==> config.mk <==
export PLATFORM = sky130hd
export DESIGN_NAME = mul_arbiter_flat
export DESIGN_NICKNAME = d
export VERILOG_FILES = /design/src/rtl/mul_arbiter_if.sv /design/src/rtl/mul_arbiter.sv /design/src/flat_wrapper.sv
export SDC_FILE = /design/constraint.sdc
export NUM_CORES = 1
export LEC_CHECK = 0
export BUFFER_PORTS_ARGS = -buffer_cell sky130_fd_sc_hd__buf_4
export CAP_MARGIN = 20
export CORE_MARGIN = 5
export CORE_UTILIZATION = 45
export DETAILED_ROUTE_END_ITERATION = 8
export PLACE_DENSITY_LB_ADDON = 0.15
export RECOVER_POWER = 100
export SYNTH_ARGS = -nofsm -noshare
export SYNTH_HDL_FRONTEND = slang
export SYNTH_SLANG_ARGS = --single-unit
==> constraint.sdc <==
create_clock -name clk -period 14.88 [get_ports clk]
set_input_delay 0.744 -clock clk [delete_from_list [all_inputs] [get_ports clk]]
set_output_delay 0.744 -clock clk [all_outputs]
set_load 0.1 [all_outputs]
==> src/rtl/mul_arbiter_if.sv <==
// Requester/consumer bus for mul_arbiter: per-requester operand handshakes
// on one side, a single tagged result stream on the other.
interface mul_arbiter_if #(
  parameter int TOTAL_BITS = 16,
  parameter int NUM_REQ    = 4,
  parameter int ID_BITS    = (NUM_REQ > 1) ? $clog2(NUM_REQ) : 1
);
  logic [NUM_REQ-1:0]            req_valid;
  logic [NUM_REQ-1:0]            req_ready;
  logic [NUM_REQ*TOTAL_BITS-1:0] req_a;
  logic [NUM_REQ*TOTAL_BITS-1:0] req_b;
  logic                          rsp_valid;
  logic                          rsp_ready;
  logic [TOTAL_BITS-1:0]         rsp_data;
  logic [ID_BITS-1:0]            rsp_id;
  logic                          rsp_ovf;
  logic                          busy;

  modport slave (
    input  req_valid, req_a, req_b, rsp_ready,
    output req_ready, rsp_valid, rsp_data, rsp_id, rsp_ovf, busy
  );
  modport master (
    output req_valid, req_a, req_b, rsp_ready,
    input  req_ready, rsp_valid, rsp_data, rsp_id, rsp_ovf, busy
  );
endinterface

==> src/rtl/mul_arbiter.sv <==
// Round-robin arbiter sharing one fixed-point multiplier across NUM_REQ requesters,
// two-stage pipeline with backpressure. Define MUL_ARB_SATURATE_EN to saturate on overflow.
module mul #(
  parameter int TOTAL_BITS      = 16,
  parameter int FRACTIONAL_BITS = 12
) (
  input  logic [TOTAL_BITS-1:0] a,
  input  logic [TOTAL_BITS-1:0] b,
  output logic [TOTAL_BITS-1:0] p
);
  assign p = TOTAL_BITS'(({{TOTAL_BITS{1'b0}}, a} * {{TOTAL_BITS{1'b0}}, b}) >> FRACTIONAL_BITS);
endmodule

module mul_arbiter #(
  parameter int TOTAL_BITS      = 16,
  parameter int FRACTIONAL_BITS = 12,
  parameter int NUM_REQ         = 4,
  parameter int ID_BITS         = (NUM_REQ > 1) ? $clog2(NUM_REQ) : 1
) (
  input  logic         clk,
  input  logic         reset_n,
  mul_arbiter_if.slave bus
);
  localparam int SW = ID_BITS + 1;

  logic                  adv1, adv2, gnt;
  logic [ID_BITS-1:0]    rr_ptr, gnt_idx, op_id, rsp_id;
  logic [SW-1:0]         sum;
  logic [NUM_REQ-1:0]    ready;
  logic                  op_valid, rsp_valid;
  logic [TOTAL_BITS-1:0] op_a, op_b, prod, res, rsp_data;

  assign adv2 = op_valid & (~rsp_valid | bus.rsp_ready);
  assign adv1 = ~op_valid | adv2;

  // Scan from rr_ptr with wrap; reset_n gates the grant so nothing is offered during reset.
  always_comb begin
    gnt     = 1'b0;
    gnt_idx = '0;
    sum     = '0;
    for (int k = 0; k < NUM_REQ; k++) begin
      sum = {1'b0, rr_ptr} + SW'(k);
      if (sum >= SW'(NUM_REQ)) sum = sum - SW'(NUM_REQ);
      if (!gnt && bus.req_valid[sum[ID_BITS-1:0]]) begin
        gnt     = 1'b1;
        gnt_idx = sum[ID_BITS-1:0];
      end
    end
    gnt = gnt & adv1 & reset_n;
  end

  always_comb begin
    ready = '0;
    if (gnt) ready[gnt_idx] = 1'b1;
  end

  always_ff @(posedge clk or negedge reset_n) begin
    if (!reset_n) begin
      op_valid <= 1'b0;
      op_a     <= '0;
      op_b     <= '0;
      op_id    <= '0;
      rr_ptr   <= '0;
    end else if (gnt) begin
      op_valid <= 1'b1;
      op_a     <= bus.req_a[int'(gnt_idx)*TOTAL_BITS +: TOTAL_BITS];
      op_b     <= bus.req_b[int'(gnt_idx)*TOTAL_BITS +: TOTAL_BITS];
      op_id    <= gnt_idx;
      rr_ptr   <= (gnt_idx == ID_BITS'(NUM_REQ-1)) ? '0 : gnt_idx + ID_BITS'(1);
    end else if (adv2) begin
      op_valid <= 1'b0;
    end
  end

  mul #(.TOTAL_BITS(TOTAL_BITS), .FRACTIONAL_BITS(FRACTIONAL_BITS)) u_mul (
    .a (op_a),
    .b (op_b),
    .p (prod)
  );

`ifdef MUL_ARB_SATURATE_EN
  logic [2*TOTAL_BITS-1:0] full;
  logic                    ovf, rsp_ovf;

  // Any product bit above the integer range of the result means overflow.
  assign full = {{TOTAL_BITS{1'b0}}, op_a} * {{TOTAL_BITS{1'b0}}, op_b};
  assign ovf  = |(full >> (TOTAL_BITS + FRACTIONAL_BITS));
  assign res  = ovf ? '1 : prod;

  always_ff @(posedge clk or negedge reset_n) begin
    if (!reset_n)  rsp_ovf <= 1'b0;
    else if (adv2) rsp_ovf <= ovf;
  end
  assign bus.rsp_ovf = rsp_ovf;
`else
  assign res         = prod;
  assign bus.rsp_ovf = 1'b0;
`endif

  always_ff @(posedge clk or negedge reset_n) begin
    if (!reset_n) begin
      rsp_valid <= 1'b0;
      rsp_data  <= '0;
      rsp_id    <= '0;
    end else if (adv2) begin
      rsp_valid <= 1'b1;
      rsp_data  <= res;
      rsp_id    <= op_id;
    end else if (bus.rsp_ready) begin
      rsp_valid <= 1'b0;
    end
  end

  assign bus.req_ready = ready;
  assign bus.rsp_valid = rsp_valid;
  assign bus.rsp_data  = rsp_data;
  assign bus.rsp_id    = rsp_id;
  assign bus.busy      = op_valid | rsp_valid;
endmodule

==> src/flat_wrapper.sv <==
// flat-port wrapper written by rule: the top's interface ports become plain ports
module mul_arbiter_flat 
#(
  parameter int TOTAL_BITS      = 16,
  parameter int FRACTIONAL_BITS = 12,
  parameter int NUM_REQ         = 4,
  parameter int ID_BITS         = (NUM_REQ > 1) ? $clog2(NUM_REQ) : 1
)
  (clk, reset_n, bus_req_valid, bus_req_a, bus_req_b, bus_rsp_ready, bus_req_ready, bus_rsp_valid, bus_rsp_data, bus_rsp_id, bus_rsp_ovf, bus_busy);
  mul_arbiter_if #(.TOTAL_BITS(TOTAL_BITS), .NUM_REQ(NUM_REQ), .ID_BITS(ID_BITS)) bus_i ();
  input  logic clk;
  input  logic reset_n;
  input wire logic [$bits(bus_i.req_valid)-1:0] bus_req_valid;
  input wire logic [$bits(bus_i.req_a)-1:0] bus_req_a;
  input wire logic [$bits(bus_i.req_b)-1:0] bus_req_b;
  input wire logic [$bits(bus_i.rsp_ready)-1:0] bus_rsp_ready;
  output wire logic [$bits(bus_i.req_ready)-1:0] bus_req_ready;
  output wire logic [$bits(bus_i.rsp_valid)-1:0] bus_rsp_valid;
  output wire logic [$bits(bus_i.rsp_data)-1:0] bus_rsp_data;
  output wire logic [$bits(bus_i.rsp_id)-1:0] bus_rsp_id;
  output wire logic [$bits(bus_i.rsp_ovf)-1:0] bus_rsp_ovf;
  output wire logic [$bits(bus_i.busy)-1:0] bus_busy;
  assign bus_i.req_valid = bus_req_valid;
  assign bus_i.req_a = bus_req_a;
  assign bus_i.req_b = bus_req_b;
  assign bus_i.rsp_ready = bus_rsp_ready;
  assign bus_req_ready = bus_i.req_ready;
  assign bus_rsp_valid = bus_i.rsp_valid;
  assign bus_rsp_data = bus_i.rsp_data;
  assign bus_rsp_id = bus_i.rsp_id;
  assign bus_rsp_ovf = bus_i.rsp_ovf;
  assign bus_busy = bus_i.busy;
  mul_arbiter #(.TOTAL_BITS(TOTAL_BITS), .FRACTIONAL_BITS(FRACTIONAL_BITS), .NUM_REQ(NUM_REQ), .ID_BITS(ID_BITS)) u_core (.clk(clk), .reset_n(reset_n), .bus(bus_i));
endmodule
Word level (Yosys, flattened, before mapping)
Cells that the tools add are included.
{"block": "classes", "add_sub_neg": 8, "n_mul": 1, "magnitude_cmp": 10, "n_eq_ne": 1, "n_shift": 2, "muxes": 28, "bitwise": 8, "reduce_logical": 9}
{"cell": "variable part select 64 x 7 -> 16 bit", "n": 2}
{"cell": "multiplier 16 x 16 -> 28 bit", "n": 1}
{"cell": "two-way mux 2 bit", "n": 9}
{"cell": "less-than comparator 2 x 3 -> 1 bit, second input constant", "n": 5}
{"cell": "two-way mux 1 bit", "n": 13}
{"cell": "greater-or-equal comparator 3 bit, second input constant", "n": 3}
{"cell": "binary-select mux 1 bit (select 2 bit)", "n": 4}
{"cell": "subtractor 2 x 1 -> 2 bit, second input constant", "n": 4}
{"cell": "adder 2 x 2 -> 3 bit, second input constant", "n": 2}
{"cell": "logical AND 1 bit", "n": 4}
{"cell": "two-way mux 4 bit", "n": 1}
{"cell": "nonzero test 2 bit", "n": 2}
{"cell": "adder 2 x 1 -> 3 bit, second input constant", "n": 1}
{"cell": "AND 1 bit", "n": 3}
{"cell": "greater-or-equal comparator 2 x 3 -> 1 bit, second input constant", "n": 1}
{"cell": "logical NOT 1 bit", "n": 3}
{"cell": "bitwise OR 1 bit", "n": 3}
{"cell": "adder 2 x 1 -> 2 bit, second input constant", "n": 1}
{"cell": "demux 1 bit (select 2 bit)", "n": 1}
{"cell": "equality test 2 bit, second input constant", "n": 1}
{"cell": "greater-or-equal comparator 2 x 1 -> 1 bit, second input constant", "n": 1}
{"cell": "NOT 1 bit", "n": 2}
{"block": "word_totals", "regBits": 56, "input_bits": 135, "out_inout_bits": 25, "wordCells": 75}

Depth between registers and ports, before layout
Gate-level depths: netlist (run 1).
{"block": "logic_depth", "word_depth": 19, "ltp_mapped": 22, "mapped_depth_nobuf": 21}

Cells and area by module
A second synthesis (run 1) with hierarchy kept.
{"block": "hier_totals", "hier_cells": 1140, "hier_area_um2": 10725.3}
{"module": "mul", "instances": 1, "cells_each": 879, "area_per_inst_um2": 7694.9, "seq_area_each_um2": 0.0}
{"module": "mul_arbiter", "instances": 1, "cells_each": 261, "area_per_inst_um2": 3030.4, "seq_area_each_um2": 1401.3}

Worst setup path after synthesis (run 1)
Ideal clock, no wire load.
{"block": "synth_timing", "path_type": "register to register", "from": "reg u_core.op_a[7]", "to": "reg u_core.rsp_data[13] (netlist: u_core.bus.rsp_data[13])", "setup_time_ps": 126, "arrival_time_ps": 5562, "required_ps": 14754, "slack_ps": 9192, "path_stages_with_launch": 22, "n_path_buf": 1, "synth_period_minus_slack_ps": 5688, "cell_sequence": "dfrtp_1 -> clkbuf_1 -> nand2_1 -> fa_1 -> inv_1 -> fa_1 -> inv_1 -> fa_1 -> inv_1 -> fa_1 -> fa_1 -> inv_1 -> fa_1 -> inv_1 -> ha_1 -> o21a_1 -> o211ai_1 -> nor3b_1 -> nor2_2 -> a31o_1 -> a21o_1 -> a221o_1"}
{"block": "synth_between", "elab_chain_cells": 1}
{"element": "start: declaration", "line": "mul_arbiter.sv:31", "text": "logic [TOTAL_BITS-1:0] op_a, op_b, prod, res, rsp_data;"}
{"element": "start signal: assignment", "line": "mul_arbiter.sv:66", "text": "op_a <= bus.req_a[int'(gnt_idx)*TOTAL_BITS +: TOTAL_BITS];"}
{"element": "multiplier 16 x 16 -> 28 bit", "line": "mul_arbiter.sv:11", "text": "assign p = TOTAL_BITS'(({{TOTAL_BITS{1'b0}}, a} * {{TOTAL_BITS{1'b0}}, b}) >> FRACTIONAL_BITS);"}
{"element": "end signal: assignment", "line": "mul_arbiter.sv:107", "text": "rsp_data <= res;"}
{"element": "end: declaration", "line": "mul_arbiter.sv:31"}
Every way passes these cells.
A chain may end at the register's enable or synchronous reset.

Worst setup path after layout (run 1)
{"block": "layout_timing", "from": "in reset_n", "to": "out bus_req_ready[3]"}
{"block": "layout_between", "elab_chain_cells": 2}
{"element": "start: declaration", "line": "flat_wrapper.sv:12", "text": "input logic reset_n;"}
{"element": "AND 1 bit", "line": "mul_arbiter.sv:49", "text": "gnt = gnt & adv1 & reset_n;"}
{"element": "two-way mux 4 bit", "line": "mul_arbiter.sv:54", "text": "if (gnt) ready[gnt_idx] = 1'b1;"}
{"element": "end: declaration", "line": "flat_wrapper.sv:17", "text": "output wire logic [$bits(bus_i.req_ready)-1:0] bus_req_ready;"}
Every way passes these cells.

==> reports/results.md, run 1 <==
| Group | Metric | Reported |
|---|---|---|
| run status | Result of the run | finished, violations left |
| run status | Violations in the final reports | capacitance limit, slew limit |
| worst setup path | Worst Path Max Fanout | 76 |
| min path | Type of the most critical hold path | reg2reg |
| place | Total of buffers placed on input and output ports | 158 |
| clock tree | Clock input transition at the sequential cells of the worst setup and hold paths | 0.08 ns |
| place | Placed cell count | 1774 |
| floorplan | Width of the die | 166 um |
| finish | Net count of the finished layout | 1865 |
| floorplan | Cell Rows | 57 |
| clock tree | Sink Count | 56 |
| clock tree | Hold-fix buffers at CTS | 0 |
| clock tree | Latest clock arrival within the worst-skew pair | 0.31 ns |
| worst setup path | R2R depth | 20 |
| logic synthesis | Number of warnings reported in the yosys synthesis log | 0 |
| route | Total iterations of the first detailed-routing run | 5 |
| sta | Number of max-slew violations in the final report | 135 |
| sta | Endpoints failing hold | 0 |
| worst setup path | End of the worst register-to-register path | u_core.bus.rsp_data[13]$_DFFE_PN0P_ |
| logic synthesis | Portion of the post-synthesis area used by sequential elements | 0.128 |
| worst setup path | Nature of the critical path startpoint | input port |
| worst setup path | Required @ worst endpoint | 14.14 ns |
| sta | Tightest slew margin relative to the limit | -1.11 |
| floorplan | Number of top-level pins | 160 |
| clock tree | Maximum clock insertion buffer count | 2 |
| worst setup path | Endpoint type of the worst setup path | output pin |
| worst setup path | Cell family with most CP delay | buffers and inverters |
| logic synthesis | Synthesized area | 10900 um2 |
| sta | # setup viols final | 0 |
| finish | Number of inserted diodes | 0 |
| route | Drt first-iter violations | 454 |
| logic synthesis | Post-Syn Instances | 1353 |
| logic synthesis | EDFF count, synth | 0 |
| floorplan | Area inside the core boundary | 24100 um2 |
| route | Total via count in the routed design | 9005 |
| clock tree | Post-CTS Setup Repair Bufs | 0 |
| worst setup path | Cell with the largest stage delay on the worst path | clkbuf_1 |
| finish | Proportion of layout cells with a drive suffix above 1 | 0.110 |
| global routing | Wire length of the first global-routing pass | 48.5 mm |
| floorplan | Starting density of the core | 0.454 |
| worst setup path | Worst path most repeated cell | clkbuf_1 |
| global routing | Number of global-route vias before repair | 9420 |
| logic synthesis | Async set or reset register ratio after synthesis | 1.00 |
| worst setup path | Critical path origin | reset_n |
| place | Worst Setup Slack post-DPL | 8.80 ns |
| clock tree | Clock tree root buffer cell | clkbuf_16 |
| worst setup path | Worst Path Class, Setup | in2out |
| logic synthesis | Mapped Avg Cell Area | 8.09 um2 |
| worst setup path | R2R setup slack | 8.77 ns |
| worst setup path | Largest incremental delay on the critical path | 2.18 ns |
| worst setup path | Reg2Reg Launch Point | u_core.op_b[7]$_DFFE_PN0P_ |
| sta | Slew at the pin closest to its max-slew limit | 3.16 ns |
| worst setup path | Buffers plus inverters on the worst setup path | 3 |
| sta | Final critical path time including I/O delays and setup | 6.92 ns |
| global routing | Leftover overflow at the end of global routing | 0 |
| global routing | Overall routing resource usage | 0.217 |
| logic synthesis | Flip-flop cell with the highest count after synthesis | dfrtp_1 |
| route | Per-cell via count in the routed design | 5.05 |
| worst setup path | Crit path to | bus_req_ready[3] |
| global routing | Maximum number of pins on one net before global-route repair | 77 |
| sta | Minimum setup slack in the final design | 7.96 ns |
| place | Final HPWL DP | 24.2 mm |
| sta | Worst Hold Slack | 0.478 ns |
| worst setup path | Cell count along the critical path | 6 |
| sta | Maximum clock frequency | 145 MHz |
| sta | Setup TNS after final layout | 0 ns |
| sta | Largest clock skew in the final design | 0.00885 ns |
| finish | Area grow syn2layout | 13.2% |
| route | Wirelength, routed | 29.5 mm |
| route | Antenna viol nets, final | 0 |
| sta | Unrepaired setup endpoints after global routing | no |
| logic synthesis | Synthesized Nets | 1760 |
| place | Global placer's final weighted congestion | 0.846 |
| sta | Final worst path period share | 0.465 |
| global routing | Antenna violations before repair | 0 |
| floorplan | Area enclosed by the die boundary | 27500 um2 |
| clock tree | TritonCTS Buffers | 5 |
| worst setup path | Arrival time worst endpoint | 6.17 ns |
| route | Wire length per cell after detailed routing | 16.6 um |
| route | Final routed DRC violation total | 0 |
| finish | Final cell count without fillers | 1783 |
| floorplan | Height of the die | 166 um |
| clock tree | CTS resizes | 0 |
| clock tree | H-tree Lvls | 2 |
| job | Max cap viols | 2 |
| worst setup path | Critical path, cell by cell | clkbuf_1 -> o41ai_1 -> nand2b_2 -> clkbuf_1 -> nor2_1 -> clkbuf_1 |
| clock tree | Clock tree from TritonCTS | done |
| logic synthesis | Total of flip-flops plus latches after synthesis | 56 |
| logic synthesis | Number of different library cells in the post-synthesis netlist | 57 |
through the flow:
stage	area [um2]	util
2_1_floorplan	10900	-
3_3_place_gp	12300	0.511
3_5_place_dp	12300	0.511
4_1_cts	12500	0.517
5_1_grt	12400	0.514
6_report	12400	0.514
cells in the mapped netlist, types with 9 or more instances:
master | instances | share of area
nand3_1 | 40 | 0.018
nand2_1 | 351 | 0.12
inv_1 | 245 | 0.084
fa_1 | 188 | 0.34
dfrtp_1 | 56 | 0.13
and2_1 | 124 | 0.071
clkbuf_1 | 48 | 0.016
a21oi_1 | 10 | 0.0046
nor2_1 | 12 | 0.0041
ha_1 | 84 | 0.096
buf_2 | 15 | 0.0069
o21ai_0 | 55 | 0.025
a21o_1 | 9 | 0.0062
o21ai_1 | 25 | 0.011
worst min-delay path: cells and delay by family (launching register included):
| kind | cells | cell delay (ns) |
|---|---|---|
| flops | 1 | 0.34 |
| simple gates | 2 | 0.10 |
cell families after synthesis:
group / share of synthesized area
XOR/XNOR: 0.0104
adder cells (fa/ha/maj): 0.440
other: 0.000343
AO/OA/AOI/OAI: 0.0773
buffers and inverters: 0.109
flip-flops: 0.128
AND/OR/NAND/NOR: 0.235
placed cells by master (no fill, tap or decap), drive strengths merged, types with 2 or more instances in the layout:
cell type,netlist,layout
a211oi,4,4
a21o,9,9
a21oi,12,12
a31oi,6,6
and2,124,124
and3,3,3
and4,2,2
buf,18,137
clkbuf,48,32
dfrtp,56,56
fa,188,188
ha,84,84
inv,246,247
nand2,351,351
nand2b,3,3
nand3,41,41
nand4,4,4
nor2,13,13
nor2b,2,2
nor3,6,6
nor4,2,2
o211ai,2,2
o21a,6,6
o21ai,81,81
o22ai,2,2
o311ai,2,2
o31ai,8,8
or2,2,2
or3,3,3
xnor2,8,8
xor2,5,5
cell type report:
| cell class | count | area, um2 |
|---|---|---|
| fillers | 2471 | 11700 |
| inverters | 246 | 923 |
| clock buffers | 5 | 125 |
| flip-flops and latches | 56 | 1400 |
| clock inverters | 3 | 21.3 |
| repair buffers | 164 | 1150 |
| well taps | 324 | 405 |
| multi-input cells | 985 | 8360 |
layer usage:
layer  GRT usage  vias up  part of all wire
met3      0.0424       53             0.055
met1       0.263     4381              0.41
met4      0.0793        0             0.037
met2       0.384      270              0.50
met5           0        -                 0
li1            -     4301                 -
registers in the layout (all words and copies together), names as in the netlist:
register	count
u_core.bus.rsp_data	16
u_core.bus.rsp_id	2
u_core.bus.rsp_valid	1
u_core.op_a	16
u_core.op_b	16
u_core.op_id	2
u_core.op_valid	1
u_core.rr_ptr	2
worst min-delay path by stage:
| stage | endpoint | slack [ns] | from | depth (start not counted) |
|---|---|---|---|---|
| after floorplan | u_core.bus.rsp_id[0]$_DFFE_PN0P_ | 0.44 | u_core.op_id[0]$_DFFE_PN0P_ | 2 |
| after global placement | u_core.bus.rsp_id[0]$_DFFE_PN0P_ | 0.45 | u_core.op_id[0]$_DFFE_PN0P_ | 2 |
| after detailed placement | u_core.bus.rsp_id[0]$_DFFE_PN0P_ | 0.47 | u_core.op_id[0]$_DFFE_PN0P_ | 2 |
| after CTS | u_core.bus.rsp_id[0]$_DFFE_PN0P_ | 0.48 | u_core.op_id[0]$_DFFE_PN0P_ | 2 |
| after global routing | u_core.bus.rsp_data[0]$_DFFE_PN0P_ | 0.51 | u_core.bus.rsp_data[0]$_DFFE_PN0P_ | 2 |
| final | u_core.bus.rsp_id[0]$_DFFE_PN0P_ | 0.48 | u_core.op_id[0]$_DFFE_PN0P_ | 2 |
Power of run 1 is left out: the tool's default activity adds up to more than one toggle a clock period on the data nets, which glitch-free logic cannot reach.
==> run 2: changes to the inputs <==
==> constraint.sdc (replaced) <==
create_clock -name clk -period 6.2 [get_ports clk]
set_input_delay 0.31 -clock clk [delete_from_list [all_inputs] [get_ports clk]]
set_output_delay 0.31 -clock clk [all_outputs]
set_load 0.1 [all_outputs]
==> reports/results.md, run 2 (same netlist as run 1, synthesis figures left out) <==
| Group | Metric | Reported |
|---|---|---|
| sta | Tightest slew margin relative to the limit | -1.05 |
| worst setup path | R2R depth | 17 |
| min path | Type of the most critical hold path | in2reg |
| finish | Number of inserted diodes | 0 |
| worst setup path | Endpoint type of the worst setup path | flop |
| sta | Final critical path time including I/O delays and setup | 5.96 ns |
| finish | Post-route cell area | 12600 um2 |
| sta | Setup TNS after final layout | 0 ns |
| floorplan | Height of the die | 166 um |
| worst setup path | Required @ worst endpoint | 6.40 ns |
| worst setup path | Worst Path Class, Setup | reg2reg |
| route | Drt first-iter violations | 455 |
| place | Final HPWL DP | 25.1 mm |
| worst setup path | Arrival time worst endpoint | 6.16 ns |
| finish | Leading cell types in the layout, fill and taps excluded | nand2_1 (351), inv_1 (245), fa_1 (188) |
| sta | Endpoints failing hold | 0 |
| sta | Number of max-slew violations in the final report | 132 |
| worst setup path | Reg2Reg Launch Point | u_core.op_b[7]$_DFFE_PN0P_ |
| run status | Result of the run | finished, violations left |
| sta | Minimum setup slack in the final design | 0.243 ns |
| clock tree | Maximum clock insertion buffer count | 2 |
| clock tree | Clock tree root buffer cell | clkbuf_16 |
| finish | Number of filler instances in the final layout | 2418 |
| clock tree | Latest clock arrival within the worst-skew pair | 0.31 ns |
| route | Wire length per cell after detailed routing | 16.3 um |
| global routing | Maximum number of pins on one net before global-route repair | 77 |
| route | Final routed DRC violation total | 0 |
| finish | Proportion of layout cells with a drive suffix above 1 | 0.128 |
| global routing | Wire length of the first global-routing pass | 48.1 mm |
| global routing | Number of global-route vias before repair | 9440 |
| min path | Hold Path Depth | 3 |
| clock tree | H-tree Lvls | 2 |
| worst setup path | Worst Path Max Fanout | 10 |
| floorplan | Area inside the core boundary | 24100 um2 |
| floorplan | Number of top-level pins | 160 |
| min path | Hold path start | bus_req_valid[2] |
| place | Worst Setup Slack post-DPL | 0.220 ns |
| place | Total of buffers placed on input and output ports | 158 |
| sta | Slew at the pin closest to its max-slew limit | 3.08 ns |
| min path | Terminating pin of the worst hold path | u_core.op_valid$_DFFE_PN0P_ |
| route | Per-cell via count in the routed design | 5.00 |
| clock tree | Post-CTS Setup Repair Bufs | 0 |
| worst setup path | R2R setup slack | 0.24 ns |
| clock tree | TritonCTS Buffers | 5 |
| route | Total iterations of the first detailed-routing run | 5 |
| global routing | Overall routing resource usage | 0.215 |
| floorplan | Area enclosed by the die boundary | 27500 um2 |
| worst setup path | End of the worst register-to-register path | u_core.bus.rsp_data[13]$_DFFE_PN0P_ |
| place | Placed inst area | 12500 um2 |
| clock tree | Sink Count | 56 |
| finish | Net count of the finished layout | 1892 |
| clock tree | Clock tree from TritonCTS | done |
| floorplan | Starting density of the core | 0.454 |
| finish | Most common library cell in the layout ignoring fill and taps | nand2_1 |
| worst setup path | Critical path origin | u_core.op_b[7]$_DFFE_PN0P_ |
| route | Wirelength, routed | 29.6 mm |
| global routing | Antenna violations before repair | 0 |
| sta | Largest clock skew in the final design | 0.00831 ns |
| route | Antenna viol nets, final | 0 |
| place | Global placer's final weighted congestion | 0.884 |
| floorplan | Width of the die | 166 um |
| sta | Unrepaired setup endpoints after global routing | no |
| job | Max cap viols | 2 |
| route | Total via count in the routed design | 9042 |
| worst setup path | Nature of the critical path startpoint | flop |
| clock tree | Clock input transition at the sequential cells of the worst setup and hold paths | 0.08 ns |
| run status | Violations in the final reports | capacitance limit, slew limit |
| sta | Final worst path period share | 0.961 |
| finish | Top flop regs | u_core.bus.rsp_data x16, u_core.op_a x16, u_core.op_b x16 |
| sta | # setup viols final | 0 |
| sta | Maximum clock frequency | 168 MHz |
| floorplan | Cell Rows | 57 |
| global routing | Leftover overflow at the end of global routing | 0 |
| finish | Area grow syn2layout | 14.9% |
## run 2: cell types whose count changed in the layout (fill, tap and decap cells not counted), moves of 2 or more
cell | before | now
dfrtp_2 | 0 | 5
dfrtp_1 | 56 | 51
buf_4 | 136 | 162
clkbuf_1 | 26 | 28
## run 2: repair_timing
action / 4_1_cts / 5_1_grt
resized for setup: 0 / 5
hold buffers: 1 / 0
hold endpoints to repair: 2 / 0
endpoints found under the setup margin: 0 / 1
## run 2: final cells by class
class,instances,area (um2),share of cell area
multi-input cells,985,8360,0.665
flip-flops and latches,56,1410,0.112
repair buffers,191,1330,0.106
inverters,246,923,0.0734
well taps,324,405,0.0322
clock buffers,5,125,0.00995
clock inverters,3,21.3,0.00169
## run 2: layer usage
metal | track usage | up-vias | wire (um)
met5 | 0 | - | 0
met4 | 0.0671 | 0 | 875
met3 | 0.0378 | 43 | 1610
met2 | 0.375 | 252 | 14700
met1 | 0.273 | 4390 | 12400
li1 | - | 4357 | -
## run 2: per-stage QoR
stage          hold slack [ns]  utilization  std cells
6_report                 0.265        0.522       1810
2_1_floorplan           0.0144            -       1353
3_3_place_gp             0.126        0.519       1801
5_1_grt                  0.294        0.522       1810
4_1_cts                  0.252        0.526       1810
3_5_place_dp             0.124        0.519       1801
## run 2: worst max-delay path by stage
| stage | end | slack, ns | depth (start not counted) |
|---|---|---|---|
| 6_report | u_core.bus.rsp_data[13]$_DFFE_PN0P_ | 0.24 | 17 |
| 5_1_grt | u_core.bus.rsp_data[13]$_DFFE_PN0P_ | 0.004 | 18 |
| 4_1_cts | u_core.bus.rsp_data[13]$_DFFE_PN0P_ | 0.21 | 17 |
| 3_5_place_dp | u_core.bus.rsp_data[13]$_DFFE_PN0P_ | 0.22 | 18 |
| 3_3_place_gp | u_core.bus.rsp_data[13]$_DFFE_PN0P_ | 0.32 | 18 |
| 2_1_floorplan | u_core.bus.rsp_data[13]$_DFFE_PN0P_ | 0.51 | 21 |
## run 2: critical path, cell delays in order, from the launching register on
cell	delay, ns
dfrtp_1	0.50
buf_4	0.23
and2_1	0.16
fa_1	0.53
inv_1	0.05
fa_1	0.48
fa_1	0.62
fa_1	0.46
fa_1	0.47
fa_1	0.49
inv_1	0.04
ha_1	0.35
a21o_1	0.27
nor4_4	0.27
nand3_2	0.15
a31o_1	0.28
a21o_1	0.19
a221o_1	0.28
Power of run 2 is left out for the same reason.
==> run 3: changes to the inputs <==
--- a/config.mk
+++ b/config.mk
@@ -7,6 +7,7 @@
 export LEC_CHECK = 0
 export BUFFER_PORTS_ARGS = -buffer_cell sky130_fd_sc_hd__buf_4
 export CAP_MARGIN = 20
+export CORE_ASPECT_RATIO = 0.75
 export CORE_MARGIN = 5
 export CORE_UTILIZATION = 45
 export DETAILED_ROUTE_END_ITERATION = 8
==> reports/results.md, run 3 (same netlist as run 1, synthesis figures left out) <==
| Group | Metric | Reported |
|---|---|---|
| finish | Proportion of layout cells with a drive suffix above 1 | 0.138 |
| clock tree | TritonCTS Buffers | 5 |
| finish | Area grow syn2layout | 15.9% |
| place | Global placer's final weighted congestion | 0.901 |
| sta | Final worst path period share | 0.963 |
| worst setup path | End of the worst register-to-register path | u_core.bus.rsp_data[14]$_DFFE_PN0P_ |
| finish | Top flop regs | u_core.bus.rsp_data x16, u_core.op_a x16, u_core.op_b x16 |
| floorplan | Area inside the core boundary | 24000 um2 |
| run status | Violations in the final reports | capacitance limit, slew limit |
| place | Final HPWL DP | 26.2 mm |
| worst setup path | Nature of the critical path startpoint | flop |
| sta | Slew at the pin closest to its max-slew limit | 3.47 ns |
| job | Max cap viols | 1 |
| clock tree | Maximum clock insertion buffer count | 2 |
| floorplan | Starting density of the core | 0.457 |
| place | Worst Setup Slack post-DPL | 0.220 ns |
| floorplan | Width of the die | 190 um |
| finish | Leading cell types in the layout, fill and taps excluded | nand2_1 (351), inv_1 (245), fa_1 (188) |
| clock tree | Clock input transition at the sequential cells of the worst setup and hold paths | 0.08 ns |
| clock tree | Hold-fix buffers at CTS | 0 |
| route | Per-cell via count in the routed design | 4.96 |
| route | Total iterations of the first detailed-routing run | 5 |
| sta | Worst Hold Slack | 0.249 ns |
| min path | Type of the most critical hold path | in2reg |
| route | Wire length per cell after detailed routing | 17.0 um |
| global routing | Leftover overflow at the end of global routing | 0 |
| worst setup path | Worst Path Class, Setup | reg2reg |
| sta | Final critical path time including I/O delays and setup | 5.97 ns |
| sta | Tightest slew margin relative to the limit | -1.31 |
| global routing | GRT met3 Usage | 0.0648 |
| global routing | Maximum number of pins on one net before global-route repair | 77 |
| worst setup path | R2R setup slack | 0.23 ns |
| sta | Number of max-slew violations in the final report | 58 |
| route | Final routed DRC violation total | 0 |
| global routing | Number of global-route vias before repair | 9115 |
| floorplan | Cell Rows | 49 |
| route | Wirelength, routed | 31.1 mm |
| clock tree | Post-CTS Setup Repair Bufs | 0 |
| sta | Minimum setup slack in the final design | 0.228 ns |
| global routing | Antenna violations before repair | 1 |
| sta | Endpoints failing hold | 0 |
| global routing | Overall routing resource usage | 0.231 |
| worst setup path | R2R depth | 19 |
| global routing | Wire length of the first global-routing pass | 50.5 mm |
| worst setup path | Arrival time worst endpoint | 6.23 ns |
| clock tree | H-tree Lvls | 2 |
| global routing | GR met1 Demand/Resource | 0.364 |
| min path | Hold Path Depth | 3 |
| sta | Setup TNS after final layout | 0 ns |
| clock tree | CTS resizes | 0 |
| worst setup path | Reg2Reg Launch Point | u_core.op_b[7]$_DFFE_PN0P_ |
| sta | Largest clock skew in the final design | 0.0196 ns |
| worst setup path | Worst Path Max Fanout | 12 |
| floorplan | Area enclosed by the die boundary | 27600 um2 |
| sta | Unrepaired setup endpoints after global routing | no |
| sta | # setup viols final | 0 |
| clock tree | Clock tree root buffer cell | clkbuf_16 |
| finish | Most common library cell in the layout ignoring fill and taps | nand2_1 |
| finish | Number of inserted diodes | 0 |
| min path | Hold path start | bus_req_valid[3] |
| place | Total of buffers placed on input and output ports | 158 |
| finish | Number of filler instances in the final layout | 2307 |
| worst setup path | Required @ worst endpoint | 6.46 ns |
| route | Antenna viol nets, final | 0 |
| sta | Maximum clock frequency | 167 MHz |
| floorplan | Number of top-level pins | 160 |
| floorplan | Height of the die | 145 um |
| run status | Result of the run | finished, violations left |
| clock tree | Sink Count | 56 |
| clock tree | Latest clock arrival within the worst-skew pair | 0.32 ns |
| finish | Net count of the finished layout | 1900 |
| global routing | Grt met2 use | 0.320 |
| global routing | Busiest layer in global routing | met1 |
| route | Total via count in the routed design | 9051 |
| route | Drt first-iter violations | 503 |
| worst setup path | Endpoint type of the worst setup path | flop |
| clock tree | Clock tree from TritonCTS | done |
| min path | Terminating pin of the worst hold path | u_core.op_valid$_DFFE_PN0P_ |
## run 3: how the worst max path moves through the flow
stage                                          endpoint  slack, ns                        from  depth (start not counted)
floorplan           u_core.bus.rsp_data[13]$_DFFE_PN0P_       0.51  u_core.op_a[7]$_DFFE_PN0P_                         21
global placement    u_core.bus.rsp_data[13]$_DFFE_PN0P_       0.23  u_core.op_a[9]$_DFFE_PN0P_                         19
detailed placement  u_core.bus.rsp_data[13]$_DFFE_PN0P_       0.22  u_core.op_a[9]$_DFFE_PN0P_                         19
CTS                 u_core.bus.rsp_data[13]$_DFFE_PN0P_       0.20  u_core.op_a[9]$_DFFE_PN0P_                         19
global route        u_core.bus.rsp_data[13]$_DFFE_PN0P_       0.01  u_core.op_a[6]$_DFFE_PN0P_                         20
finish              u_core.bus.rsp_data[14]$_DFFE_PN0P_       0.23  u_core.op_b[7]$_DFFE_PN0P_                         19
## run 3: critical path: stages, from the launching register on
cell and delay (ns):
dfrtp_1 0.56, buf_12 0.19, nand2_1 0.08, fa_1 0.52, fa_1 0.51, inv_1 0.05, fa_1 0.62, fa_1 0.45
fa_1 0.49, inv_1 0.05, fa_1 0.51, inv_1 0.06, ha_1 0.35, o21a_1 0.15, o211ai_1 0.10, nor3b_1 0.16
nor2_1 0.25, a31oi_1 0.22, or4_1 0.50, nand3_1 0.09
## run 3: per-layer routing
metal,wire [um],vias to the layer above
met3,2500,26
met2,13100,238
met1,15100,4409
li1,-,4376
met4,376,2
met5,9,-
## run 3: final cells by class
cell class	count	area [um2]	area share
Clock inverter	3	21.3	0.00168
Timing Repair Buffer	199	1430	0.112
Clock buffer	5	125	0.00987
Tap cell	331	414	0.0327
Sequential cell	56	1410	0.111
Multi-Input combinational cell	985	8360	0.659
Inverter	246	923	0.0728
## run 3: metrics by stage
step	cells	cell area [um2]	utilization
after floorplan	1353	10900	-
after global placement	1816	12600	0.526
after detailed placement	1816	12600	0.526
after CTS	1824	12700	0.532
final	1825	12700	0.529
after global routing	1825	12700	0.529
Power of run 3 is left out for the same reason.
